## src/rtl/counter_pkg.sv

```systemverilog
// Shared definitions for the counter family: direction/mode encodings and
// the load-value clamp used by every modulo counter variant.
package counter_pkg;

    localparam logic MODE_WRAP = 1'b0;
    localparam logic MODE_SAT  = 1'b1;
    localparam logic DIR_DOWN  = 1'b0;
    localparam logic DIR_UP    = 1'b1;

    // Clamp a requested load value into the legal count range 0..modulus-1.
    function automatic int clamp_load(input int value, input int modulus);
        return (value >= modulus) ? (modulus - 1) : value;
    endfunction

endpackage

```

## src/rtl/counter_next_value.sv

```systemverilog
// Combinational next-value generator for a modulo-N up/down counter.
// Reports whether the current value is the terminal value for the
// selected direction; a step from there is a boundary event.
module counter_next_value
    import counter_pkg::*;
#(
    parameter int WIDTH   = 4,
    parameter int MODULUS = 16
) (
    input  logic [WIDTH-1:0] i_a,
    input  logic             i_up_down,
    input  logic             i_mode,
    output logic [WIDTH-1:0] o_next,
    output logic             o_terminal
);

    // One extra bit so MODULUS = 2**WIDTH is representable and A+1 never
    // aliases back into range before the terminal compare.
    localparam logic [WIDTH:0]   MOD_EXT = (WIDTH+1)'(MODULUS);
    localparam logic [WIDTH-1:0] MAX_VAL = WIDTH'(MODULUS - 1);

    logic [WIDTH:0]   w_inc;
    logic [WIDTH-1:0] w_dec;

    assign w_inc = {1'b0, i_a} + (WIDTH+1)'(1);
    assign w_dec = i_a - WIDTH'(1);

    // Select increment/decrement, applying wrap or saturate at the terminal value.
    always_comb begin
        o_terminal = 1'b0;
        o_next     = i_a;
        if (i_up_down == DIR_UP) begin
            o_terminal = (w_inc == MOD_EXT);
            if (!o_terminal) begin
                o_next = w_inc[WIDTH-1:0];
            end else if (i_mode == MODE_WRAP) begin
                o_next = '0;
            end
        end else begin
            o_terminal = (i_a == '0);
            if (!o_terminal) begin
                o_next = w_dec;
            end else if (i_mode == MODE_WRAP) begin
                o_next = MAX_VAL;
            end
        end
    end

endmodule

```

## src/rtl/updown_mod_counter.sv

```systemverilog
// WIDTH-bit modulo-MODULUS up/down counter with parallel load, wrap or
// saturate mode, cascade carry in/out and a sticky overflow flag.
// Chain digits by driving each stage's carry_in from the stage below's
// output_carry; the whole chain advances in one clock.
module updown_mod_counter
    import counter_pkg::*;
#(
    parameter int WIDTH   = 4,
    parameter int MODULUS = 16
) (
    input  logic             clock,
    input  logic             reset,
    input  logic             count_enable,
    input  logic             carry_in,
    input  logic             up_down,
    input  logic             mode,
    input  logic             load,
    input  logic [WIDTH-1:0] load_value,
    input  logic             clear_overflow,
    output logic [WIDTH-1:0] A,
    output logic             output_carry,
    output logic             terminal_count,
    output logic             overflow
);

    if (MODULUS < 2 || MODULUS > (2 ** WIDTH)) begin : g_bad_modulus
        $error("updown_mod_counter: MODULUS must satisfy 2 <= MODULUS <= 2**WIDTH");
    end

    logic [WIDTH-1:0] r_a;
    logic             r_overflow;
    logic [WIDTH-1:0] w_next;
    logic             w_terminal;
    logic             w_step;
    logic             w_boundary;
    logic [WIDTH-1:0] w_load_clamped;

    counter_next_value #(
        .WIDTH   (WIDTH),
        .MODULUS (MODULUS)
    ) u_next (
        .i_a        (r_a),
        .i_up_down  (up_down),
        .i_mode     (mode),
        .o_next     (w_next),
        .o_terminal (w_terminal)
    );

    // Load has priority over counting, so a load cycle never steps.
    assign w_step         = count_enable & carry_in & ~load;
    assign w_boundary     = w_step & w_terminal;
    assign w_load_clamped = WIDTH'(clamp_load(32'(load_value), MODULUS));

    // Count register: reset > load > step > hold.
    always_ff @(posedge clock) begin
        if (reset) begin
            r_a <= '0;
        end else if (load) begin
            r_a <= w_load_clamped;
        end else if (w_step) begin
            r_a <= w_next;
        end
    end

    // Sticky overflow: a boundary event wins over a same-cycle clear.
    always_ff @(posedge clock) begin
        if (reset) begin
            r_overflow <= 1'b0;
        end else if (w_boundary) begin
            r_overflow <= 1'b1;
        end else if (clear_overflow) begin
            r_overflow <= 1'b0;
        end
    end

    assign A              = r_a;
    assign overflow       = r_overflow;
    assign terminal_count = w_terminal;
    // Ripple carry is combinational so a chain of digits steps together;
    // it is suppressed while loading because this stage is not stepping.
    assign output_carry   = w_boundary;

endmodule

```

## config.mk

```make
export PLATFORM = sky130hd
export DESIGN_NAME = updown_mod_counter
export DESIGN_NICKNAME = d
export VERILOG_FILES = /design/src/rtl/counter_pkg.sv /design/src/rtl/counter_next_value.sv /design/src/rtl/updown_mod_counter.sv
export SDC_FILE = /design/constraint.sdc
export NUM_CORES = 1
export LEC_CHECK = 0
export ABC_AREA = 1
export CAP_MARGIN = 0
export CORE_AREA = 2 2 39 41
export CTS_BUF_LIST = sky130_fd_sc_hd__clkbuf_16
export DETAILED_ROUTE_END_ITERATION = 7
export DIE_AREA = 0 0 41 43
export HOLD_SLACK_MARGIN = 0.02
export MAX_ROUTING_LAYER = met4
export SYNTH_ARGS = -nofsm -noshare
export SYNTH_HDL_FRONTEND = slang
export SYNTH_SLANG_ARGS = --single-unit
```

## constraint.sdc

```tcl
create_clock -name clock -period 2.95 [get_ports clock]
set_input_delay 0.59 -clock clock [delete_from_list [all_inputs] [get_ports clock]]
set_output_delay 0.59 -clock clock [all_outputs]
set_load 0.005 [all_outputs]
```

==> results.toml, run 1 <==
[sta]
rsz0062_at_grt = "no"
finalClockSkew_ps = 0.08124
setup_violations = 0
max_freq_mhz = 370.5
tns_ps = 0
slew_headroom = 0.8353
finalMaxSlewViolations = 0
fin_crit_ps = 2699
hold_viol_final = 0
tightest_slew_ps = 244.5
finalCritPeriodShare = 0.9148

[die]
core_mm2 = 0.001384
fp-row-count = 14
initial_core_util = 0.3002
dieHeight_um = 43
die_w_um = 41
fp.dieArea_mm2 = 0.001763
ios = 19

[global_route]
grt-ovfl-total = 0
grt_first_pass_wirelength_um = 1662
grt_usage = 0.1359
grt_max_degree = 9
grt_pass1_vias = 396
antenna_found_initial = 0

[synth]
synth_mux_area_frac = 0
netlist_area_um2 = 415.4
synth-adder-area-share = 0.06024
syn_avg_cell_area_um2 = 6.109
ys_types = 15
syn_nets = 82
syn_inst = 68
ys_ff_latch = 5
synth_area_leaders = "dfxtp_1 (24%), nand2_1 (17%), nor2_1 (12%), nand2_4 (8.1%), inv_1 (7.2%)"
yosys_warnings = 0
synthSimpleGateAreaFrac = 0.4880
synth_top_family_by_area = "simple AND/OR/NAND/NOR gates"
synthXorXnorAreaFrac = 0.02108
synth_compound_area_frac = 0.1175
seq_area_frac_synth = 0.2410
synth_top_area_frac = 0.2410
yosys.area.top_type = "dfxtp_1"

[power]
seqPwrFrac = 0.216
internal_power_uw = 288.0
power.combinational.fraction = 0.199
ir_worst_vdd_v = 0.0006005
leakagePower_nw = 0.3233
power.density_mw_per_mm2 = 525.6
switching_share = 0.2193
p_sw_uw = 80.90
clkPwrFrac = 0.585

[layout]
nNetsFinal = 106
drive_gt1_frac = 0.1209
fin_area_um2 = 701.9
final_core_util = 0.5072
diodes = 0
syn_to_final_growth_pct = 68.98

[setup_path]
cp-start-kind = "input port"
worstPathCellList = "clkdlybuf4s50_1 -> nand2_1 -> nor2_2 -> nand2_2 -> a21oi_1 -> clkdlybuf4s50_1"
crit_path_top_delay_cell = "clkdlybuf4s50_1"
required_ps = 2360
rr_worst_depth = 9
worstReg2RegEnd = "A[2]"
critical_path.most_common_cell = "clkdlybuf4s50_1"
critPathCaptureType = "output pin"
crit_fanout = 3
crit_type = "in2out"
reg2reg_slack_ps = 1510
slowest_delay_ps = 530
crit_arrival_ps = 2110
r2r-start = "A[0]"

[worst_hold_path]
min-delay-start = "overflow"
hp-class = "reg2reg"
whs_path_depth = 2
whs_endpoint = "overflow"

[drt]
first_iter_violations = 10
wl_per_cell_um = 9.589
firstDrtPassIters = 4
vias_per_cell = 4.449
ant_nets = 0
vias = 476
routed_wl_um = 1026
route.detailed.drc = 0

[clock_network]
cts_hold_buf = 0
clockBufferDepth = 2
cts_tree = "built"
clk_pin_slew_ps = 30
insertion_delay_ps = 220
post_cts_buffers = 0
ctsResizeCount = 0
htree_levels = 1
cts_sinks = 5
ctsRootBufferMaster = "clkbuf_16"
numCtsBuffers = 3

[run_status]
status = "finished, final reports clean"

[placed_design]
place_area_um2 = 623.1
gp_congestion = 0.7030
port_buffers = 18
hpwl_um = 839.7

[job]
cap_violations = 0
==> how the worst max path moves through the flow <==
stage	end	from	depth (start not counted)
3_5_place_dp	output_carry	up_down	6
5_1_grt	output_carry	up_down	6
3_3_place_gp	output_carry	up_down	6
6_report	output_carry	up_down	6
4_1_cts	output_carry	up_down	6
2_1_floorplan	output_carry	up_down	3
==> cells in the mapped netlist (all sizes together) <==
cell	number
a21boi	1
a21oi	4
a31oi	1
dfxtp	5
ha	2
inv	8
nand2	23
nand3	5
nor2	15
o21ai	3
xor2	1
==> through the flow <==
stage,power (mW),setup slack (ps),hold slack (ps),cells
3_3_place_gp,0.1547,300.2,500.8,103
5_1_grt,0.3880,153.1,524.9,107
2_1_floorplan,0.1170,1344,480.5,68
4_1_cts,0.3737,250.3,488.1,107
3_5_place_dp,0.1539,254.6,477.7,103
6_report,0.3689,251.2,477.2,107
==> kinds of logic after synthesis <==
kind of cell / count (synthesis)
xor+xnor: 1
simple gates: 43
flops: 5
compound gates: 9
buf+inv: 8
fa+ha+maj: 2
==> layout make-up <==
| class | count | area, um^2 |
|---|---|---|
| fill | 151 | 681.9 |
| multi-input combinational | 55 | 285.3 |
| timing repair buffer | 19 | 187.7 |
| sequential | 5 | 100.1 |
| clock buffer | 3 | 75.07 |
| inverter | 8 | 30.03 |
| tap | 16 | 20.02 |
| clock inverter | 1 | 3.754 |
==> flip-flops by register name, indices dropped and copies added, names as in the netlist <==
name      count
A             4
overflow      1
==> power groups by stage <==
stage          Combinational [mW]  Sequential (mW)  Clock (mW)
2_1_floorplan              0.0375           0.0795           0
3_3_place_gp               0.0743           0.0804           0
3_5_place_dp               0.0736           0.0804           0
4_1_cts                    0.0744           0.0794       0.220
5_1_grt                    0.0821           0.0805       0.225
6_report                   0.0735           0.0795       0.216
==> layout by cell type, fill, tap and decap left out <==
cell,synthesis,routed
a21boi_1,1,1
a21oi_1,4,4
a31oi_1,1,1
buf_4,0,1
clkbuf_16,0,3
clkdlybuf4s50_1,0,18
dfxtp_1,5,5
ha_1,2,2
inv_1,8,9
nand2_1,19,19
nand2_2,1,1
nand2_4,3,3
nand3_1,4,4
nand3_2,1,1
nor2_1,13,13
nor2_2,2,2
o21ai_0,3,3
xor2_1,1,1
==> layer usage <==
metal	track usage	vias to the layer above	wire length, um
met5	-	-	0
met3	0.01571	0	29
met1	0.2000	210	513
met4	0.04000	0	0
li1	-	258	-
met2	0.1906	8	483
==> critical path, delay by kind of cell <==
family / cells / cell delay, ps
simple gates: 3 / 260
buf+inv: 2 / 1050
compound gates: 1 / 200
Note: power is estimated with default switching activity, not from simulation.
==> run 2: changes to the inputs <==
GPL_TIMING_DRIVEN = 0   (was unset)
==> results.toml, run 2 (synthesized netlist as in run 1, its figures left out) <==
[clock_network]
post_cts_buffers = 0
clk_pin_slew_ps = 30
ctsRootBufferMaster = "clkbuf_16"
clockBufferDepth = 2
insertion_delay_ps = 220
cts_tree = "built"
cts_sinks = 5
htree_levels = 1
numCtsBuffers = 3
ctsResizeCount = 0
cts_hold_buf = 0

[setup_path]
crit_arrival_ps = 2110
crit_fanout = 3
slowest_delay_ps = 530
crit_type = "in2out"
required_ps = 2360
worstReg2RegEnd = "A[0]"
worstPathCellList = "clkdlybuf4s50_1 -> nand2_1 -> nor2_2 -> nand2_2 -> a21oi_1 -> clkdlybuf4s50_1"
cp-start-kind = "input port"
critPathCaptureType = "output pin"
reg2reg_slack_ps = 1520
crit_path_top_delay_cell = "clkdlybuf4s50_1"
r2r-start = "A[0]"
rr_worst_depth = 10
critical_path.most_common_cell = "clkdlybuf4s50_1"

[layout]
drive_gt1_frac = 0.1111
final_common_cell = "nand2_1"
layout_common_cells = "nand2_1 (19), clkdlybuf4s50_1 (18), nor2_1 (13), inv_1 (9), dfxtp_1 (5)"
fillers = 146
syn_to_final_growth_pct = 67.17
finalNonFillerCells = 106
nNetsFinal = 105
largest_reg_flops = 4
diodes = 0

[job]
cap_violations = 0

[sta]
tightest_slew_ps = 242.8
worst_slack_ps = 248.8
tns_ps = 0
finalCritPeriodShare = 0.9157
fin_hold_ws_ps = 502.2
rsz0062_at_grt = "no"
finalMaxSlewViolations = 0
hold_viol_final = 0
setup_violations = 0
slew_headroom = 0.8374
fin_crit_ps = 2701
max_freq_mhz = 370.2
finalClockSkew_ps = 0.9964

[drt]
vias = 460
wl_per_cell_um = 9.132
vias_per_cell = 4.340
routed_wl_um = 968
first_iter_violations = 3
firstDrtPassIters = 6
route.detailed.drc = 0
ant_nets = 0

[die]
core_mm2 = 0.001384
dieHeight_um = 43
die_w_um = 41
initial_core_util = 0.3002
ios = 19
fp.dieArea_mm2 = 0.001763
fp-row-count = 14

[power]
ir_worst_vdd_v = 0.0003843
power.combinational.fraction = 0.194
clkPwrFrac = 0.591
p_sw_uw = 81.04
leakagePower_nw = 0.3185
switching_share = 0.2201
power.density_mw_per_mm2 = 530.2
internal_power_uw = 287.2
seqPwrFrac = 0.216

[global_route]
grt-ovfl-total = 0
grt_pass1_vias = 417
antenna_found_initial = 0
grt_max_degree = 9
grt_first_pass_wirelength_um = 1697
grt_usage = 0.1409

[placed_design]
dp_cells = 102
pre_cts_slack_ps = 245.4
port_buffers = 18
gp_congestion = 0.7113
hpwl_um = 810.4

[worst_hold_path]
whs_path_depth = 2
hp-class = "reg2reg"
min-delay-start = "overflow"
whs_endpoint = "overflow"

[run_status]
status = "finished, final reports clean"
run 2: cell count changes in the layout (fill, tap and decap cells not counted):
cell   delta
buf_4     -1
run 2: layout make-up:
class | count | area, um^2 | area share
multi-input combinational | 55 | 285.3 | 0.4108
inverter | 8 | 30.03 | 0.04324
sequential | 5 | 100.1 | 0.1441
clock buffer | 3 | 75.07 | 0.1081
tap | 16 | 20.02 | 0.02883
timing repair buffer | 18 | 180.2 | 0.2595
clock inverter | 1 | 3.754 | 0.005405
run 2: metal layers:
metal	up-vias	track usage	share of wire
li1	255	-	-
met1	195	0.1897	0.50
met2	10	0.1969	0.46
met3	0	0.03141	0.037
met4	0	0.06000	0
met5	-	-	0
run 2: how the worst max path moves through the flow:
| stage | startpoint | depth (start not counted) | slack [ps] | to |
|---|---|---|---|---|
| floorplan | up_down | 3 | 1340 | output_carry |
| global placement | up_down | 6 | 210 | output_carry |
| detailed placement | up_down | 6 | 250 | output_carry |
| CTS | up_down | 6 | 240 | output_carry |
| global route | load | 5 | 160 | output_carry |
| finish | up_down | 6 | 250 | output_carry |
run 2: stage by stage:
stage | utilization | cell area (um^2) | total power [mW]
floorplan | - | 415.4 | 0.1170
global placement | 0.4448 | 615.6 | 0.1520
detailed placement | 0.4448 | 615.6 | 0.1521
CTS | 0.5018 | 694.4 | 0.3711
global route | 0.5018 | 694.4 | 0.3865
finish | 0.5018 | 694.4 | 0.3682
run 2: worst max-delay path, delay by kind of cell:
| family | cells | cell delay [ps] |
|---|---|---|
| AND/OR/NAND/NOR | 3 | 290 |
| buffers and inverters | 2 | 1040 |
| AO/OA/AOI/OAI | 1 | 190 |
run 2: power by group through the flow:
stage / registers [mW] / clock network [mW] / logic, mW
after floorplan: 0.0795 / 0 / 0.0375
after global placement: 0.0802 / 0 / 0.0717
after detailed placement: 0.0803 / 0 / 0.0718
after CTS: 0.0794 / 0.220 / 0.0722
after global routing: 0.0807 / 0.225 / 0.0807
final: 0.0794 / 0.217 / 0.0713
==> run 3: changes to the inputs <==
HOLD_SLACK_MARGIN = 0.15   (was 0.02)
==> results of run 3 <==
Final layout, timing and power as in run 2 (identical DEF).
